`config.mk`:
```
export PLATFORM = sky130hd
export DESIGN_NAME = uart_tx_fifo
export DESIGN_NICKNAME = d
export VERILOG_FILES = /design/src/rtl/uart_tx_fifo.sv
export SDC_FILE = /design/constraint.sdc
export NUM_CORES = 1
export LEC_CHECK = 0
export ABC_AREA = 1
export BUFFER_PORTS_ARGS = -buffer_cell sky130_fd_sc_hd__buf_2
export CAP_MARGIN = 25
export CORE_MARGIN = 4
export CORE_UTILIZATION = 54
export CTS_BUF_LIST = sky130_fd_sc_hd__clkbuf_4 sky130_fd_sc_hd__clkbuf_8 sky130_fd_sc_hd__clkbuf_16
export CTS_CLUSTER_SIZE = 24
export DETAILED_ROUTE_END_ITERATION = 16
export GPL_ROUTABILITY_DRIVEN = 0
export GPL_TIMING_DRIVEN = 1
export PLACE_DENSITY = 0.78
export SYNTH_ARGS = -nofsm -noshare
export SYNTH_HDL_FRONTEND = slang
export SYNTH_SLANG_ARGS = --single-unit
```
`constraint.sdc`:
```
create_clock -name clk -period 2.3 [get_ports clk]
set_input_delay 0.23 -clock clk [delete_from_list [all_inputs] [get_ports clk]]
set_output_delay 0.23 -clock clk [all_outputs]
set_load 0.02 [all_outputs]
```
`src/rtl/uart_tx_fifo.sv`:
```
// rtl/uart_tx_fifo.sv - 8N1 UART transmitter fed by a small byte FIFO
module uart_tx_fifo #(
    parameter int CLKS_PER_BIT = 87,
    parameter int FIFO_DEPTH   = 4
) (
    input  logic       clk,
    input  logic       rst_n,
    input  logic [7:0] tx_data,
    input  logic       tx_valid,
    output logic       tx_ready,
    output logic       tx_serial,
    output logic       tx_busy,
    output logic       tx_done
);

    localparam int PTR_W = $clog2(FIFO_DEPTH);
    localparam int CNT_W = $clog2(CLKS_PER_BIT);
    localparam logic [PTR_W:0]   FULL     = (PTR_W+1)'(FIFO_DEPTH);
    localparam logic [CNT_W-1:0] CNT_LAST = CNT_W'(CLKS_PER_BIT - 1);
    localparam logic [CNT_W-1:0] CNT_PRE  = CNT_W'(CLKS_PER_BIT - 2);

    typedef enum logic [1:0] {IDLE, START, DATA, STOP} state_t;

    logic [7:0]       r_mem [FIFO_DEPTH];
    logic [PTR_W-1:0] r_wr_ptr;
    logic [PTR_W-1:0] r_rd_ptr;
    logic [PTR_W:0]   r_count;

    state_t           r_state;
    logic [CNT_W-1:0] r_cnt;
    logic [2:0]       r_bit;
    logic [7:0]       r_shift;
    logic             r_serial;
    logic             r_done;

    logic w_push;
    logic w_pop;
    logic w_bit_end;

    assign w_bit_end = (r_cnt == CNT_LAST);
    assign w_push    = tx_valid && (r_count != FULL);
    // Pop only on entry to START, and only when a byte was already queued before the edge.
    assign w_pop     = (r_count != '0) &&
                       ((r_state == IDLE) || ((r_state == STOP) && w_bit_end));

    always_ff @(posedge clk) begin
        if (w_push) begin
            r_mem[r_wr_ptr] <= tx_data;
        end
    end

    always_ff @(posedge clk or negedge rst_n) begin
        if (!rst_n) begin
            r_wr_ptr <= '0;
            r_rd_ptr <= '0;
            r_count  <= '0;
        end else begin
            if (w_push) begin
                r_wr_ptr <= r_wr_ptr + 1'b1;
            end
            if (w_pop) begin
                r_rd_ptr <= r_rd_ptr + 1'b1;
            end
            case ({w_push, w_pop})
                2'b10:   r_count <= r_count + 1'b1;
                2'b01:   r_count <= r_count - 1'b1;
                default: r_count <= r_count;
            endcase
        end
    end

    always_ff @(posedge clk or negedge rst_n) begin
        if (!rst_n) begin
            r_state  <= IDLE;
            r_cnt    <= '0;
            r_bit    <= '0;
            r_shift  <= '0;
            r_serial <= 1'b1;
            r_done   <= 1'b0;
        end else begin
            // Registered one cycle early so the pulse lands on the last stop cycle.
            r_done <= (r_state == STOP) && (r_cnt == CNT_PRE);
            case (r_state)
                IDLE: begin
                    r_cnt <= '0;
                    if (w_pop) begin
                        r_shift  <= r_mem[r_rd_ptr];
                        r_serial <= 1'b0;
                        r_state  <= START;
                    end
                end
                START: begin
                    if (w_bit_end) begin
                        r_cnt    <= '0;
                        r_bit    <= '0;
                        r_serial <= r_shift[0];
                        r_state  <= DATA;
                    end else begin
                        r_cnt <= r_cnt + 1'b1;
                    end
                end
                DATA: begin
                    if (w_bit_end) begin
                        r_cnt <= '0;
                        r_bit <= r_bit + 3'd1;
                        if (r_bit == 3'd7) begin
                            r_serial <= 1'b1;
                            r_state  <= STOP;
                        end else begin
                            r_serial <= r_shift[r_bit + 3'd1];
                        end
                    end else begin
                        r_cnt <= r_cnt + 1'b1;
                    end
                end
                STOP: begin
                    if (w_bit_end) begin
                        r_cnt <= '0;
                        if (w_pop) begin
                            r_shift  <= r_mem[r_rd_ptr];
                            r_serial <= 1'b0;
                            r_state  <= START;
                        end else begin
                            r_state <= IDLE;
                        end
                    end else begin
                        r_cnt <= r_cnt + 1'b1;
                    end
                end
                default: r_state <= IDLE;
            endcase
        end
    end

    assign tx_serial = r_serial;
    assign tx_done   = r_done;
    assign tx_ready  = (r_count != FULL);
    assign tx_busy   = (r_state != IDLE) || (r_count != '0);

endmodule
```
Word-level counts from Yosys, hierarchy flattened. Memory sizes are Yosys's and may differ from the RTL's. Index checks and enable logic that the tools add are counted.

Bits in registers: 29. Memory bits (writable): 32. Input port bits: 11. Output and inout port bits: 4. Logic and storage cells: 74. Memories kept: 1.

$add $sub $neg: 6. $lt $le $gt $ge: 1. Equality and inequality tests: 14. Mux-type cells: 26. Reductions and logical operators: 17.

Memory list: r_mem (depth 4, width 8, read ports 1, clocked after memory_dff 0, write ports 1, line 24) `logic [7:0] r_mem [FIFO_DEPTH];`.

Operator list (number): $mux W8 (2); $pmux W8 S2 (1); $eq A7 B7 Y1 const B (2); $pmux W7 S2 (1); $pmux W3 S2 (2); $mux W2 (5); $ne A2 B2 Y1 const B (5); $mux W1 (9); $pmux W2 S4 (1); $reduce_bool A2 Y1 (4); $add A7 B1 Y7 const B (1); $mux W7 (1); $add A3 B1 Y3 const B (2); $eq A2 B2 Y1 const B (3); $mux W3 (2); $reduce_and A3 Y1 (2); $reduce_and A5 Y1 (1); $add A2 B1 Y2 const B (2); $eq A2 B1 Y1 const B (2); $logic_and A1 B1 Y1 (4); $lt A3 B4 Y1 const B (1); $pmux W1 S4 (1); $bmux W1 S3 (1); $eq A3 B3 Y1 const B (1); other kinds (7) (8).

Depth between registers and ports, before layout.
Depth after elaboration: 7. Depth in mapped cells: 13. Mapped depth without buffers: 13.

Worst setup path after synthesis. No wires, ideal clock.

Path kind: register to register. Start: register r_state[0]. End: register r_count[2]. Library setup time: 125 ps. Arrival time: 1986 ps. Setup slack: 189 ps. Cell stages (with the launch flop): 12. Path buffers: 0. Period minus slack after synthesis: 2111 ps. Cell sequence: dfrtp_1 > inv_1 > ha_1 > nor2_1 > nor2_4 > nand2_4 > inv_1 > ha_1 > fa_1 > a21oi_1 > o21ai_0 > xnor2_1.

Longest elaborated chain between the ends: 6. Elaborated cells on any way between the ends: 9.

RTL lines: start, declared (line 29) `state_t r_state;`; start signal, assigned (line 74) `r_state <= IDLE;`; start signal, assigned (line 89) `r_state <= START;`; start signal, assigned (line 97) `r_state <= DATA;`; $eq A2 B2 Y1 (line 44) `((r_state == IDLE) || ((r_state == STOP) && w_bit_end));`; $logic_and A1 B1 Y1 (line 44); $logic_or A1 B1 Y1 * (line 44); $logic_and A1 B1 Y1 * (line 43) `assign w_pop = (r_count != '0) &&`; net w_pop (line 37) `logic w_pop;`; $eq A2 B1 Y1 or $eq A2 B2 Y1 (tied branches) (line 64) `case ({w_push, w_pop})`; $pmux W3 S2 or $reduce_bool A2 Y1 (tied branches); end signal, assigned (line 65) `2'b10: r_count <= r_count + 1'b1;`; end signal, assigned (line 66) `2'b01: r_count <= r_count - 1'b1;`; end signal, assigned (line 67) `default: r_count <= r_count;`; end, declared (line 27) `logic [PTR_W:0] r_count;`.

The timed path passes the listed nets; every way through them passes the cells marked *. A chain may end at the register's enable or synchronous reset.

Worst setup path after layout.
Start: register r_state[0]. End: register r_count[1].

Same word-level chain as after synthesis.

==> impl_results.md <==
* Fill cell count at 389
* Hold depth at 1
* Fmax at 452.3 MHz
* Netlist cell types at 36
* Via-per-instance ratio at 5.003
* Core box area at roughly 5200 um2
* Crit Path Class: flip-flop to flip-flop
* Final #Nets at 329
* R2r endpoint: r_count[1]
* Max_slew headroom at a little under three fifths
* R2r setup slk at 0.09 ns
* CP Launch Type: flip-flop
* Chip height at 81.48 um
* Synth area leader: edfxtp_1
* Vias in the first global route at 1916
* CTS Buffer Depth at 2
* Post-route ant nets at 0
* Post-route DRC at 0
* Design Power at around 4.5 mW
* Initial antenna violation count at 0
* Buffers on Ports at 14
* Overall Global Routing Usage at 18.40%
* Final Hold Viols at 0
* Synth area leaders: edfxtp_1 33%, dfrtp_1 24%, ha_1 6.4%
* Io pins at 15
* CP max stage delay at 0.42 ns
* CTS Buf Count at 9
* Share of post-route cells with drive strength above 1 at 23.45%
* Yosys reg bits at 61
* FF-to-FF Start: r_state[0]
* DP Worst Slack at -0.06009 ns
* Area of the multi-input gates at 1075 um2
* Hold WS at about 0.11 ns
* Initial DRT Pass Iterations at 4
* Vias at 1886
* Skew final at about 0.011 ns
* Most common cell type on the critical path: inv_1
* Critical-path cell list: inv_1, ha_2, nor2_2, nor2_4, nand2_4, inv_1, ha_4, fa_2, mux2_2
* Sink Count at 61
* Sequential share of the synthesized area at 57.90%
* Crit-path slowest cell: dfrtp_1
* Synthesized instance count at between 200 and 300
* Worst Tran Pin Value at 0.6422 ns
* Synthesized area at 2915 um2
* CP endpoint kind: flip-flop
* Die extent in x at 81.48 um
* DR WL/cell at 13.41 um
* Iteration-0 DRC Markers at 108
* Placed cells at around 360
* GRT Residual Overflow at 0
* DP HPWL at approximately 3.3 mm
* Family with the most delay on the worst path: adder cells
* First-pass GRT wire length at between 8 and 9 mm
* Outcome: completed
* Area share of the largest cell type after synthesis at 32.96%
* Syn Area/Cell at 10.68 um2
* Ys Warns at 0
* H-tree depth at 3
* Buf+Inv Stages, Crit Path at 2
* Critical path arrival at 2.44 ns
* Clock period minus worst slack at 2.211 ns
* FF+latch area at 1689 um2
* Clock tree root driver cell: clkbuf_8
* Starting density of the core at ~56%
* Area growth syn-to-layout at 15.71%
* Data required, critical path at 2.53 ns
* CTS tree: done
* Final Cycle Share at 96.14%
* Hold crit path type: input pin to flip-flop
* Max_cap viols at 0
* Worst Hold Endpoint: r_mem[0][4]
* Min setup slack post-route at 0.08886 ns
* Non-Filler Instances at 377
* # setup viols final at 0
* Clock transition at the registers of the reported paths at 0.07 ns
* PwrDens at 1341 nW/um2
* Placed instance area at 3068 um2
* Final wirelength at 5.057 mm
* Hold Crit Start: tx_data[4]
* R2R depth at 9
* Final Cell Area at around 3400 um2
* Pin count of the biggest net entering global routing at 30
* Die ar. at approximately 6600 um2
* Crit Path Max Fanout at 4
* Max Slew Vio Count at 0
* Synthesized net count at 300
* Ant. Diodes at 0
* VDD IR-drop max at 701.5 uV
* Leakage power at 1.470 nW
* Rows at 26
* Clk_lat worst skew at 0.34 ns
[final cells by class]
type                       instances  area share [%]
sequential                        61           50.07
multi-input combinational        173           31.86
timing repair buffer              24           4.377
inverter                          33           3.746
clock buffer                       9           3.672
clock inverter                     7           3.672
tap                               70           2.596
[report_power, final]
| part | internal [mW] | switching [mW] |
|---|---|---|
| registers | 1.47 | 0.249 |
| logic | 0.653 | 0.978 |
| clock network | 0.725 | 0.446 |
[per-stage QoR]
step	setup TNS [ns]	util (%)
after floorplan	0	-
after global placement	0	59.31
after detailed placement	-0.06009	59.31
after CTS	0	64.54
after global routing	-0.01134	65.22
final	0	65.22
[worst register-to-register path, cell delays in order, from the launching register on]
cell	delay (ns)
dfrtp_1	0.42
inv_1	0.16
ha_2	0.24
nor2_2	0.06
nor2_4	0.16
nand2_4	0.09
inv_1	0.11
ha_4	0.16
fa_2	0.42
mux2_2	0.27
[how the worst max path moves through the flow]
stage	from	endpoint	slack, ns	cells after the start
floorplan	r_state[0]	r_count[2]	0.19	11
global placement	r_state[0]	r_count[2]	0.12	11
detailed placement	r_state[0]	r_count[2]	-0.06	11
CTS	r_cnt[0]	r_count[2]	0.01	13
global route	r_cnt[0]	r_count[1]	-0.01	11
finish	r_state[0]	r_count[1]	0.09	9
[cells in the mapped netlist, drive strengths merged]
cell    count
nand2      39
buf         6
nand3      11
nor4        1
o211ai      1
xnor2       3
mux2        1
o21ai      39
edfxtp     32
inv        33
o21a        1
dfrtp      28
ha         15
nor2       46
o21bai      1
or2         1
nor3        2
nor3b       2
a21oi       5
xor2        3
nand4       1
dfstp       1
fa          1
[kinds of logic after synthesis]
kind of cell,synth area share [%]
muxes,0.3862
and+or+nand+nor,16.61
DFF,57.90
adders and majority gates,7.124
xor gates and xnor gates,2.061
buffers and inverters,6.051
AOI/OAI and AO/OA,9.871
[repair_timing]
item | 4_1_cts | 5_1_grt
hold endpoints to repair | 28 | 0
hold buffers | 1 | 0
gates resized for setup | 2 | 6
endpoints found under the setup margin | 1 | 2
gates cloned | 0 | 0
pin swaps | 0 | 0
buffers inserted | 1 | 2
[metal layers]
| metal | up-vias | GRT usage [%] | wire length, um |
|---|---|---|---|
| li1 | 956 | - | - |
| met1 | 891 | 21.82 | 2228 |
| met2 | 28 | 31.76 | 2578 |
| met3 | 11 | 4.715 | 180 |
| met4 | 0 | 7.601 | 69 |
| met5 | - | 0 | 0 |
[cells in the final DEF, fill, tap and decap left out, types with 2 or more instances in the layout]
cell type / synthesis / final
buf_4: 2 / 9
ha_1: 15 / 13
o21ai_2: 9 / 9
xor2_1: 2 / 2
clkbuf_8: 0 / 9
bufinv_16: 0 / 3
nand2_4: 3 / 3
nor2_4: 3 / 3
nand2_2: 3 / 3
clkinv_4: 0 / 3
nor3b_1: 2 / 2
nor2_1: 42 / 41
o21ai_1: 3 / 4
dfrtp_1: 28 / 27
o21ai_0: 26 / 25
a21oi_1: 5 / 4
nand2_1: 33 / 33
edfxtp_1: 32 / 32
nand3_1: 11 / 11
buf_2: 3 / 14
nor2_2: 1 / 2
xnor2_1: 3 / 3
inv_1: 31 / 31
[state kept, by name (all words and copies together) (netlist names), 2 cells and up]
register  cells
r_count       3
r_cnt         7
r_state       2
r_bit         3
r_rd_ptr      2
r_shift       8
r_wr_ptr      2
r_mem        32
No activity file was read; power rests on OpenSTA's default activity.
